==> src/rtl/ens_pkg.sv <==
// rtl/ens_pkg.sv - shared types, default sizes and width helper for the ensemble output stage
package ens_pkg;

    typedef enum logic [1:0] {
        ST_ACCUM = 2'd0,
        ST_SCAN  = 2'd1,
        ST_HOLD  = 2'd2
    } ens_state_e;

    localparam int DEF_NUM_ENS     = 4;
    localparam int DEF_NUM_CLASSES = 10;
    localparam int DEF_SCORE_W     = 2;

    // Wide enough that num_ens maximum scores can never wrap.
    function automatic int sum_width(input int score_w, input int num_ens);
        return score_w + $clog2(num_ens);
    endfunction

endpackage

==> src/rtl/ens_score_acc_bank.sv <==
// rtl/ens_score_acc_bank.sv - per-class score accumulators with indexed read port
//
// Ports:
//   clk, rst_n    clock, asynchronous active-low reset (clears all sums)
//   load_i        overwrite every sum with the incoming score (first member of a sample)
//   add_i         add the incoming score to every sum (later members)
//   scores_i      packed per-class scores, class c at [c*SCORE_W +: SCORE_W]
//   rd_idx_i      class index to read
//   rd_sum_o      sum of class rd_idx_i (zero for out-of-range indices)
module ens_score_acc_bank #(
    parameter int NUM_CLASSES = 10,
    parameter int SCORE_W     = 2,
    parameter int SUM_W       = 4,
    parameter int IDX_W       = 4
) (
    input  logic                           clk,
    input  logic                           rst_n,
    input  logic                           load_i,
    input  logic                           add_i,
    input  logic [NUM_CLASSES*SCORE_W-1:0] scores_i,
    input  logic [IDX_W-1:0]               rd_idx_i,
    output logic [SUM_W-1:0]               rd_sum_o
);

    logic [SUM_W-1:0] sum_q [NUM_CLASSES];
    logic [SUM_W-1:0] score_ext [NUM_CLASSES];

    always_comb begin
        for (int c = 0; c < NUM_CLASSES; c++) begin
            score_ext[c] = SUM_W'(scores_i[c*SCORE_W +: SCORE_W]);
        end
    end

    always_ff @(posedge clk or negedge rst_n) begin
        if (!rst_n) begin
            for (int c = 0; c < NUM_CLASSES; c++) begin
                sum_q[c] <= '0;
            end
        end else begin
            for (int c = 0; c < NUM_CLASSES; c++) begin
                if (load_i) begin
                    sum_q[c] <= score_ext[c];
                end else if (add_i) begin
                    sum_q[c] <= sum_q[c] + score_ext[c];
                end
            end
        end
    end

    always_comb begin
        rd_sum_o = '0;
        for (int c = 0; c < NUM_CLASSES; c++) begin
            if (rd_idx_i == IDX_W'(c)) begin
                rd_sum_o = sum_q[c];
            end
        end
    end

endmodule

==> src/rtl/ens_score_argmax.sv <==
// rtl/ens_score_argmax.sv - sums ensemble member scores per class and emits the argmax class
//
// Ports:
//   clk, rst_n         clock, asynchronous active-low reset
//   s_valid/s_ready    one ensemble member score vector per accepted beat
//   s_scores           packed per-class scores, class c at [c*SCORE_W +: SCORE_W]
//   m_valid/m_ready    result handshake
//   m_class, m_score   winning class index and its summed score
module ens_score_argmax
    import ens_pkg::*;
#(
    parameter int NUM_ENS     = DEF_NUM_ENS,
    parameter int NUM_CLASSES = DEF_NUM_CLASSES,
    parameter int SCORE_W     = DEF_SCORE_W,
    localparam int SUM_W      = sum_width(SCORE_W, NUM_ENS),
    localparam int IDX_W      = $clog2(NUM_CLASSES)
) (
    input  logic                           clk,
    input  logic                           rst_n,
    input  logic                           s_valid,
    output logic                           s_ready,
    input  logic [NUM_CLASSES*SCORE_W-1:0] s_scores,
    output logic                           m_valid,
    input  logic                           m_ready,
    output logic [IDX_W-1:0]               m_class,
    output logic [SUM_W-1:0]               m_score
);

    localparam int               CNT_W    = $clog2(NUM_ENS);
    localparam logic [CNT_W-1:0] LAST_CNT = CNT_W'(NUM_ENS - 1);
    localparam logic [IDX_W-1:0] LAST_IDX = IDX_W'(NUM_CLASSES - 1);

    ens_state_e       state_q, state_d;
    logic [CNT_W-1:0] ens_cnt_q, ens_cnt_d;
    logic [IDX_W-1:0] scan_idx_q, scan_idx_d;
    logic [SUM_W-1:0] best_q, best_d;
    logic [IDX_W-1:0] best_idx_q, best_idx_d;
    logic             acc_load, acc_add;
    logic [SUM_W-1:0] rd_sum;

    ens_score_acc_bank #(
        .NUM_CLASSES (NUM_CLASSES),
        .SCORE_W     (SCORE_W),
        .SUM_W       (SUM_W),
        .IDX_W       (IDX_W)
    ) u_acc_bank (
        .clk      (clk),
        .rst_n    (rst_n),
        .load_i   (acc_load),
        .add_i    (acc_add),
        .scores_i (s_scores),
        .rd_idx_i (scan_idx_q),
        .rd_sum_o (rd_sum)
    );

    always_ff @(posedge clk or negedge rst_n) begin
        if (!rst_n) begin
            state_q    <= ST_ACCUM;
            ens_cnt_q  <= '0;
            scan_idx_q <= '0;
            best_q     <= '0;
            best_idx_q <= '0;
        end else begin
            state_q    <= state_d;
            ens_cnt_q  <= ens_cnt_d;
            scan_idx_q <= scan_idx_d;
            best_q     <= best_d;
            best_idx_q <= best_idx_d;
        end
    end

    always_comb begin
        state_d    = state_q;
        ens_cnt_d  = ens_cnt_q;
        scan_idx_d = scan_idx_q;
        best_d     = best_q;
        best_idx_d = best_idx_q;
        acc_load   = 1'b0;
        acc_add    = 1'b0;

        unique case (state_q)
            ST_ACCUM: begin
                // s_ready is 1 here, so s_valid alone is the handshake.
                if (s_valid) begin
                    acc_load = (ens_cnt_q == '0);
                    acc_add  = (ens_cnt_q != '0);
                    if (ens_cnt_q == LAST_CNT) begin
                        ens_cnt_d  = '0;
                        scan_idx_d = '0;
                        state_d    = ST_SCAN;
                    end else begin
                        ens_cnt_d = ens_cnt_q + CNT_W'(1);
                    end
                end
            end
            ST_SCAN: begin
                // Strict compare keeps the lowest index on ties.
                if (scan_idx_q == '0 || rd_sum > best_q) begin
                    best_d     = rd_sum;
                    best_idx_d = scan_idx_q;
                end
                if (scan_idx_q == LAST_IDX) begin
                    state_d = ST_HOLD;
                end else begin
                    scan_idx_d = scan_idx_q + IDX_W'(1);
                end
            end
            ST_HOLD: begin
                if (m_ready) begin
                    state_d = ST_ACCUM;
                end
            end
            default: begin
                state_d = ST_ACCUM;
            end
        endcase
    end

    // Handshake outputs come straight from the state register.
    assign s_ready = (state_q == ST_ACCUM);
    assign m_valid = (state_q == ST_HOLD);
    assign m_class = best_idx_q;
    assign m_score = best_q;

endmodule

==> config.mk <==
export PLATFORM = sky130hd
export DESIGN_NAME = ens_score_argmax
export DESIGN_NICKNAME = d
export VERILOG_FILES = /design/src/rtl/ens_pkg.sv /design/src/rtl/ens_score_acc_bank.sv /design/src/rtl/ens_score_argmax.sv
export SDC_FILE = /design/constraint.sdc
export NUM_CORES = 1
export LEC_CHECK = 0
export ABC_CLOCK_PERIOD_IN_PS = 4800
export BUFFER_PORTS_ARGS = -buffer_cell sky130_fd_sc_hd__clkbuf_2
export CAP_MARGIN = 5
export CORE_MARGIN = 3
export CORE_UTILIZATION = 65
export DETAILED_ROUTE_END_ITERATION = 16
export MAX_ROUTING_LAYER = met4
export PLACE_DENSITY = 0.94
export RECOVER_POWER = 25
export SLEW_MARGIN = 20
export SYNTH_ARGS = -nofsm -noshare
export SYNTH_HDL_FRONTEND = slang
export SYNTH_HIERARCHICAL = 1
export SYNTH_SLANG_ARGS = --single-unit
==> constraint.sdc <==
create_clock -name clk -period 4.8 [get_ports clk]
set_input_delay 0.96 -clock clk [delete_from_list [all_inputs] [get_ports clk]]
set_output_delay 0.96 -clock clk [all_outputs]
set_load 0.02 [all_outputs]
==> results of run 1 <==
-- routing by layer --
metal  global-route usage  vias to the layer above  share of wire
met1                0.311                     1368           0.42
met5                    -                        -              0
met4               0.0847                        0          0.023
met3               0.0390                       20          0.045
li1                     -                     1360              -
met2                0.439                       74           0.51
-- registers in the layout (all words and copies together) (netlist names) --
signal	count
state_q	2
m_score	4
m_class	4
ens_cnt_q	2
u_acc_bank/sum_q	40
scan_idx_q	4
-- report_power, final --
part           switching, W  internal, W
combinational      0.000714     0.000691
clock              0.000165     0.000104
sequential         0.000270     0.000688
total               0.00115      0.00148
-- final timing paths --
path                            depth (start not counted)                          endpoint  slack [ns]                      start
max in group clk                                        8            m_score[2]$_DFFE_PN0P_        1.75  scan_idx_q[1]$_DFFE_PN0P_
worst min-delay path                                    1            m_class[3]$_DFFE_PN0P_        0.53     m_class[3]$_DFFE_PN0P_
worst max-delay path                                    2  u_acc_bank/sum_q[19]$_DFFE_PN0P_        1.43                      rst_n
worst max register to register                          8            m_score[2]$_DFFE_PN0P_        1.75  scan_idx_q[1]$_DFFE_PN0P_
min in group asynchronous                               2            state_q[0]$_DFFE_PN0P_        1.69                      rst_n
worst min register to register                          1            m_class[3]$_DFFE_PN0P_        0.53     m_class[3]$_DFFE_PN0P_
-- cell type report --
type,count,share of cell area
Timing Repair Buffer,35,0.0485
Inverter,39,0.0362
Multi-Input combinational cell,272,0.525
Clock buffer,5,0.0170
Tap cell,72,0.0222
Sequential cell,56,0.346
Clock inverter,3,0.00525
-- cell usage after synthesis, types with 4 or more instances --
| master | instances | area [µm²] |
|---|---|---|
| mux2i_1 | 15 | 150 |
| dfrtp_1 | 56 | 1400 |
| inv_1 | 39 | 146 |
| nor2_1 | 16 | 60.1 |
| a211o_1 | 4 | 35.0 |
| nor2b_1 | 14 | 87.6 |
| xnor2_1 | 10 | 87.6 |
| nand2_1 | 40 | 150 |
| o21ai_0 | 39 | 195 |
| clkbuf_1 | 8 | 30.0 |
| a21oi_1 | 28 | 140 |
| or3_1 | 10 | 62.6 |
| nand3_1 | 5 | 25.0 |
| mux2_2 | 11 | 124 |
| mux2_4 | 9 | 135 |
| fa_1 | 10 | 200 |
| ha_1 | 29 | 363 |
-- stage by stage --
stage,cells,worst slack (ns),utilization,instance area [µm²],hold WS [ns]
final,482,1.43,0.726,4050,0.531
after global routing,482,0.851,0.726,4050,0.551
after CTS,481,1.76,0.722,4030,0.528
after detailed placement,473,1.78,0.706,3940,0.507
after global placement,473,1.86,0.706,3940,0.504
after floorplan,383,2.19,-,3770,0.501
-- cell families after synthesis --
family,count (synthesis),share of synthesized area
compound gates,82,0.126
xor+xnor,11,0.0256
simple gates,102,0.134
flops,56,0.372
buf+inv,55,0.0664
fa+ha+maj,39,0.149
mux,38,0.127
==> run summary, run 1 <==
Status: finished, violations left
Violated checks: capacitance limit, slew limit
Antenna viol nets, final: 0
Fin. max-slew vios: 57
CTS clk-pin slew, worst paths: 0.10 ns
Syn Nets: 446
Clk buf depth: 2
Mapped Cells: 383
H-Tree Level Count: 2
Vias in the first global route: 2862
Distinct cell type count after synthesis: 43
Minimum clock period: 3.37 ns
Fill cell count: 409
Area grow syn2layout: 7.47%
Vias: 2822
Critical Path Sink Type: async pin
Post-synth top flop: dfrtp_1
Mean Syn Cell Area: 9.84 µm²
RSZ-0062 raised after global routing: false
Layout cells sized above 1: 0.183
Total Power: 0.00263 W
Commonest non-fill, non-tap cell in the layout: dfrtp_1
Sequential fraction of the synthesis area: 0.372
Yosys warning total: 6
Setup crit start kind: input port
Total GRT Usage: 0.256
CTS buffer count: 5
Worst-Margin Slew: 2.98 ns
CP required: 4.58 ns
Slew headroom: -0.984
Worst min path class: reg2reg
Delay of the slowest cell on the worst path: 2.09 ns
Post-CTS setup buffers: 0
Final TNS setup: 0 ns
Die H: 82.1 µm
Initial DRC Count: 190
Slowest-stage cell, CP: clkbuf_1
CP Class: in2async
Number of max-cap violations: 1
Fmax: 297 MHz
Max IR drop VDD: 0.411 mV
IO Count: 34
Core ar.: 5570 µm²
Nets: 472
Clock sinks: 56
CTS Hold Bufs: 0
#FFs+latches synth: 56
First-pass GRT wire length: 12800 µm
CTS tree: done
Sequential cell area: 1400 µm²
Mapped Area: 3770 µm²
# port buffers: 33
Async SR Flop Fraction: 1.00
CP bufs+invs: 2
Vias per Instance: 5.85
Antenna violations before repair: 0
Critical path cell sequence: clkbuf_2 -> clkbuf_1
Crit path max fanout: 56
Post-synth EDFFs: 0
DRC viols: 0
Largest delay share family, worst path: buffers and inverters
Post-cts sizing count: 0
Antenna cells: 0
Wire per inst: 16.1 µm
Pin count of the biggest net entering global routing: 61
Die width: 82.1 µm
Overflow after GRT: 0
# rows: 27
Most frequent cells in the layout: dfrtp_1, nand2_1, inv_1, o21ai_0, clkbuf_2
Setup violators final: 0
Clock Skews: 0.0132 ns
Worst skew pair latency: 0.32 ns
Die ar.: 6750 µm²
Post-Route WL: 7740 µm
Tcrit/Tclk final: 0.702
Final estimated routing congestion in global placement: 0.860
LEAKAGE: 1.83 nW
Hold Vio Cnt, Final: 0
Initial Util: 0.676
Area of the multi-input gates: 2120 µm²
Power Density: 650 nW/µm²
Detailed placement HPWL: 5630 µm
Root Driver: clkbuf_8
Drt pass-1 iters: 6
Crit path arrival time: 3.15 ns
No activity file was read; power rests on OpenSTA's default activity.
==> inputs of run 2 (changes only) <==
- ABC_CLOCK_PERIOD_IN_PS: 4800 -> 3060
- CORE_UTILIZATION: 65 -> 54
- PLACE_DENSITY: 0.94 -> 0.84
- clock period: 4.8 -> 3.06 ns (I/O delays scaled with it)
==> run 2 against run 1 <==
Compared with the run above: the run still ends with capacitance limit, slew limit left; sequential power up 52%; non-clock buffer count increased by 8; final cell count increased by 6.0%; via count fell by 0.67%; clock skew shrank 0.0017 ns; global-route usage down 4.7 points; critical path depth rose by 6; die area is 19% higher.
==> run summary, run 2 (same netlist as run 1, synthesis figures left out) <==
Status: finished, violations left
Violated checks: capacitance limit, slew limit
LEAKAGE: 1.88 nW (+2.8%)
Root Driver: clkbuf_8
Internal power: 0.00248 W (+67%)
Setup crit start kind: register
Top reg by flops: u_acc_bank/sum_q
Die width: 89.5 µm (+9.0%)
Antenna viol nets, final: 0 (unchanged)
IO Count: 34 (unchanged)
Non-filler cells, final: 511 (+6.0%)
Drt pass-1 iters: 4 (-2)
First-pass GRT wire length: 12700 µm (-0.86%)
Area grow syn2layout: 10.4%
Vias per Instance: 5.49 (-6.3%)
Overflow after GRT: 0 (unchanged)
Crit path arrival time: 2.94 ns (-0.21 ns)
Vias in the first global route: 2762 (-3.5%)
Post-Layout Inst Area: 4160 µm² (+2.7%)
Post-cts sizing count: 0 (unchanged)
Post-Place Setup Slack: 0.340 ns (-1.44 ns)
Worst skew pair latency: 0.31 ns (about the same)
Clock share of power: 0.124 (+0.022)
Switching Share: 0.416 (-0.0206)
CTS tree: done
Critical Path Sink Type: register
Commonest non-fill, non-tap cell in the layout: dfrtp_1
Hold Vio Cnt, Final: 0 (unchanged)
CTS buffer count: 5 (unchanged)
Clock sinks: 56 (unchanged)
Crit path max fanout: 12 (-79%)
H-Tree Level Count: 2 (unchanged)
Placed cell count: 503 (+6.3%)
CP Class: reg2reg
RSZ-0062 raised after global routing: false
Power Density: 1020 nW/µm² (+57%)
Layout cells sized above 1: 0.194 (+0.0109)
Final estimated routing congestion in global placement: 0.842 (-2.1%)
Sw Pwr: 0.00177 W (+54%)
# rows: 29 (+7.4%)
Post-Route WL: 7590 µm (-1.9%)
Initial Util: 0.574 (-0.102)
Die H: 89.5 µm (+9.0%)
DRC viols: 0 (unchanged)
Clk buf depth: 2 (unchanged)
Slew headroom: -0.258 (+0.726)
Register share of total power: 0.343 (-0.021)
Initial DRC Count: 181 (-4.7%)
Core ar.: 6570 µm² (+18%)
Pin count of the biggest net entering global routing: 47 (-23%)
Fin. max-slew vios: 35 (-39%)
Setup violators final: 0 (unchanged)
Minimum clock period: 2.74 ns
Combinational Power Share: 0.532 (-0.002)
Max IR drop VDD: 0.393 mV (-4.3%)
Worst-Margin Slew: 1.89 ns (-1.09 ns)
Placed inst area: 4040 µm² (+2.7%)
Detailed placement HPWL: 5760 µm (+2.2%)
Tcrit/Tclk final: 0.895
Vias: 2803 (-0.67%)
Total GRT Usage: 0.209 (-0.0466)
Fmax: 365 MHz
Antenna cells: 0 (unchanged)
Reg2Reg Setup Slack: 0.32 ns (-1.43 ns)
CTS clk-pin slew, worst paths: 0.10 ns (about the same)
Most frequent cells in the layout: dfrtp_1, nand2_1, inv_1, o21ai_0, clkbuf_2
# port buffers: 33 (unchanged)
Wire per inst: 14.9 µm (-7.5%)
Die ar.: 8010 µm² (+19%)
Nets: 480 (+1.7%)
Worst min path class: in2reg
CP required: 3.26 ns (-1.32 ns)
Antenna violations before repair: 0 (unchanged)
Final TNS setup: 0 ns (unchanged)
Fill cell count: 515 (+26%)
Final setup margin: 0.322 ns (-1.11 ns)
CTS Hold Bufs: 0 (unchanged)
Max FFs per register: 40 (unchanged)
Post-CTS setup buffers: 0 (unchanged)
Clock Skews: 0.0115 ns (-0.00169 ns)
Number of max-cap violations: 1 (unchanged)
-- run 2: stage by stage --
stage / hold WS [ns] / utilization / power, W
floorplan: 0.316 / - / 0.00316
global placement: 0.504 / 0.615 / 0.00357
detailed placement: 0.500 / 0.615 / 0.00373
CTS: 0.277 / 0.635 / 0.00427
global route: 0.542 / 0.633 / 0.00463
finish: 0.526 / 0.633 / 0.00425
-- run 2: final timing paths --
| kind | startpoint | to | cells past startpoint |
|---|---|---|---|
| max in group asynchronous | rst_n | u_acc_bank/sum_q[34]$_DFFE_PN0P_ | 2 |
| min in group asynchronous | rst_n | u_acc_bank/sum_q[18]$_DFFE_PN0P_ | 2 |
| worst max register to register | scan_idx_q[0]$_DFFE_PN0P_ | m_class[2]$_DFFE_PN0P_ | 8 |
| worst max-delay path | scan_idx_q[0]$_DFFE_PN0P_ | m_class[2]$_DFFE_PN0P_ | 8 |
| worst min-delay path | s_scores[8] | u_acc_bank/sum_q[20]$_DFFE_PN0P_ | 3 |
| worst min register to register | m_class[3]$_DFFE_PN0P_ | m_class[3]$_DFFE_PN0P_ | 1 |
-- run 2: area by class of cell --
type | count | area (µm²) | area share
Multi-Input combinational cell | 272 | 2120 | 0.511
Timing Repair Buffer | 43 | 244 | 0.0587
Tap cell | 93 | 116 | 0.0280
Inverter | 39 | 146 | 0.0352
Clock buffer | 7 | 96.3 | 0.0232
Sequential cell | 56 | 1400 | 0.337
Clock inverter | 1 | 30.0 | 0.00722
-- run 2: worst max-delay path, stage by stage (launching register included) --
cell and delay (ns):
dfrtp_1 0.64, mux4_2 0.56, nand2_1 0.09, nand3_1 0.11, ha_1 0.34, nand4_1 0.12, o21ai_1 0.10, a21oi_4 0.34
mux2_4 0.34
-- run 2: per-layer routing --
metal | share of wire | track usage
met5 | 0 | -
met4 | 0.017 | 0.0636
met1 | 0.45 | 0.268
met3 | 0.044 | 0.0350
met2 | 0.49 | 0.342
-- run 2: power by group through the flow --
stage	clock network, W	logic, W	registers, W
floorplan	0	0.00178	0.00137
global placement	0	0.00213	0.00144
finish	0.000529	0.00226	0.00146
detailed placement	0	0.00227	0.00146
CTS	0.000540	0.00228	0.00145
global route	0.000571	0.00256	0.00151
==> inputs of run 3 (changes only) <==
- CORE_UTILIZATION: 54 -> 56
- CTS_BUF_LIST: default -> sky130_fd_sc_hd__clkbuf_4
- PLACE_DENSITY: 0.84 -> 0.87
==> run 3 against run 2 <==
Compared with the run above: the run now ends clean; largest cell class unchanged; clock skew decreased by 0.0019 ns; critical path type unchanged; via count increased by 0.64%; fmax decreased by 4.2%; global-route usage increased by 0.79 points; final area decreased by 2.7%; sequential share of layout area increased by 0.93 points; critical path depth increased by 2; sequential cell count unchanged; die area decreased by 3.3%.
==> run summary, run 3 (same netlist as run 1, synthesis figures left out) <==
Status: finished clean
# port buffers: 33 (unchanged)
Final TNS setup: 0 ns (unchanged)
Non-filler cells, final: 493 (-3.5%)
# rows: 29 (unchanged)
Commonest non-fill, non-tap cell in the layout: dfrtp_1
Placed inst area: 3990 µm² (-1.2%)
Crit path max fanout: 11 (-1)
Vias: 2821 (+0.64%)
Vias in the first global route: 2836 (+2.7%)
Setup crit start kind: register
Reg2Reg Setup Slack: 0.20 ns (-0.12 ns)
Vias per Instance: 5.72 (+4.3%)
RSZ-0062 raised after global routing: false
Die width: 88.0 µm (-1.7%)
Final estimated routing congestion in global placement: 0.851 (+1.1%)
Antenna violations before repair: 0 (unchanged)
Post-cts sizing count: 0 (unchanged)
CTS clk-pin slew, worst paths: 0.16 ns (+0.06 ns)
Minimum clock period: 2.86 ns (+0.119 ns)
Fmax: 350 MHz (-4.2%)
Hold Vio Cnt, Final: 0 (unchanged)
Worst skew pair latency: 0.38 ns (+0.07 ns)
Crit path arrival time: 3.14 ns (+0.20 ns)
CTS buffer count: 5 (unchanged)
Layout cells sized above 1: 0.195 (+0.000932)
Placed cell count: 485 (-3.6%)
Total GRT Usage: 0.217 (+0.00787)
Setup violators final: 0 (unchanged)
Max FFs per register: 40 (unchanged)
Critical Path Sink Type: register
Root Driver: clkbuf_4
Worst min path class: in2reg
Wire per inst: 15.2 µm (+2.6%)
Clk buf depth: 2 (unchanged)
LEAKAGE: 1.85 nW (-1.8%)
Total Power: 0.00402 W (-5.4%)
Detailed placement HPWL: 5600 µm (-2.8%)
Core ar.: 6420 µm² (-2.2%)
Clock sinks: 56 (unchanged)
IO Count: 34 (unchanged)
CP Class: reg2reg
Pin count of the biggest net entering global routing: 57 (+21%)
First-pass GRT wire length: 12900 µm (+1.3%)
Final setup margin: 0.203 ns (-0.119 ns)
Fin. max-slew vios: 0 (-100%)
Die H: 88.0 µm (-1.7%)
Nets: 478 (-0.42%)
Antenna viol nets, final: 0 (unchanged)
Die ar.: 7750 µm² (-3.3%)
Max IR drop VDD: 0.368 mV (-6.5%)
Post-CTS setup buffers: 0 (unchanged)
Clock Skews: 0.00967 ns (-0.00187 ns)
CP required: 3.35 ns (+0.09 ns)
Post-Route WL: 7510 µm (-1.1%)
Overflow after GRT: 0 (unchanged)
Power Density: 993 nW/µm² (-2.8%)
DRC viols: 0 (unchanged)
Worst-Margin Slew: 1.40 ns (-0.486 ns)
Initial DRC Count: 126 (-30%)
Initial Util: 0.587 (+0.0130)
Number of max-cap violations: 0 (-1)
H-Tree Level Count: 2 (unchanged)
Tcrit/Tclk final: 0.934 (+0.0390)
Slew headroom: 0.0660 (+0.324)
Antenna cells: 0 (unchanged)
Drt pass-1 iters: 4 (unchanged)
Most frequent cells in the layout: dfrtp_1, nand2_1, inv_1, o21ai_0, clkbuf_2
Top reg by flops: u_acc_bank/sum_q
Post-Place Setup Slack: 0.250 ns (-0.0903 ns)
CTS Hold Bufs: 0 (unchanged)
CTS tree: done
Post-Layout Inst Area: 4050 µm² (-2.7%)
Area grow syn2layout: 7.44%
## run 3: final timing paths
kind                                                start                                to  depth (start not counted)
worst min register to register     m_class[2]$_DFFE_PN0P_            m_class[2]$_DFFE_PN0P_                          1
worst min-delay path                         s_scores[10]  u_acc_bank/sum_q[16]$_DFFE_PN0P_                          3
max in group asynchronous                           rst_n  u_acc_bank/sum_q[37]$_DFFE_PN0P_                          2
min in group asynchronous                           rst_n  u_acc_bank/sum_q[17]$_DFFE_PN0P_                          2
worst max-delay path            scan_idx_q[1]$_DFFE_PN0P_            m_score[3]$_DFFE_PN0P_                         10
worst max register to register  scan_idx_q[1]$_DFFE_PN0P_            m_score[3]$_DFFE_PN0P_                         10
## run 3: critical path, stage by stage (launching register included)
cell      delay (ns)
dfrtp_1         0.61
buf_4           0.22
buf_4           0.15
mux2i_1         0.22
a211o_1         0.14
o211ai_1        0.11
ha_1            0.33
nor2b_1         0.14
o211ai_1        0.13
a21oi_4         0.37
mux2_4          0.33
## run 3: stage by stage
step,hold WS (ns),utilization
4_1_cts,0.359,0.631
5_1_grt,0.444,0.630
2_1_floorplan,0.316,-
3_5_place_dp,0.504,0.622
6_report,0.447,0.630
3_3_place_gp,0.511,0.622
## run 3: cell type report
type | count | area, µm²
inverters | 39 | 146
repair buffers | 41 | 223
clock buffers | 7 | 52.6
clock inverters | 1 | 3.75
fillers | 520 | 2370
flip-flops and latches | 56 | 1400
multi-input cells | 272 | 2120
well taps | 77 | 96.3
## run 3: power breakdown
part / switching, W / internal (W)
registers: 0.000367 / 0.00108
clock network: 0.000231 / 0.000107
logic: 0.00114 / 0.00109
## run 3: metal layers
metal / track usage / part of all wire
met1: 0.275 / 0.44
met2: 0.363 / 0.51
met3: 0.0386 / 0.036
met4: 0.0549 / 0.011
met5: - / 0
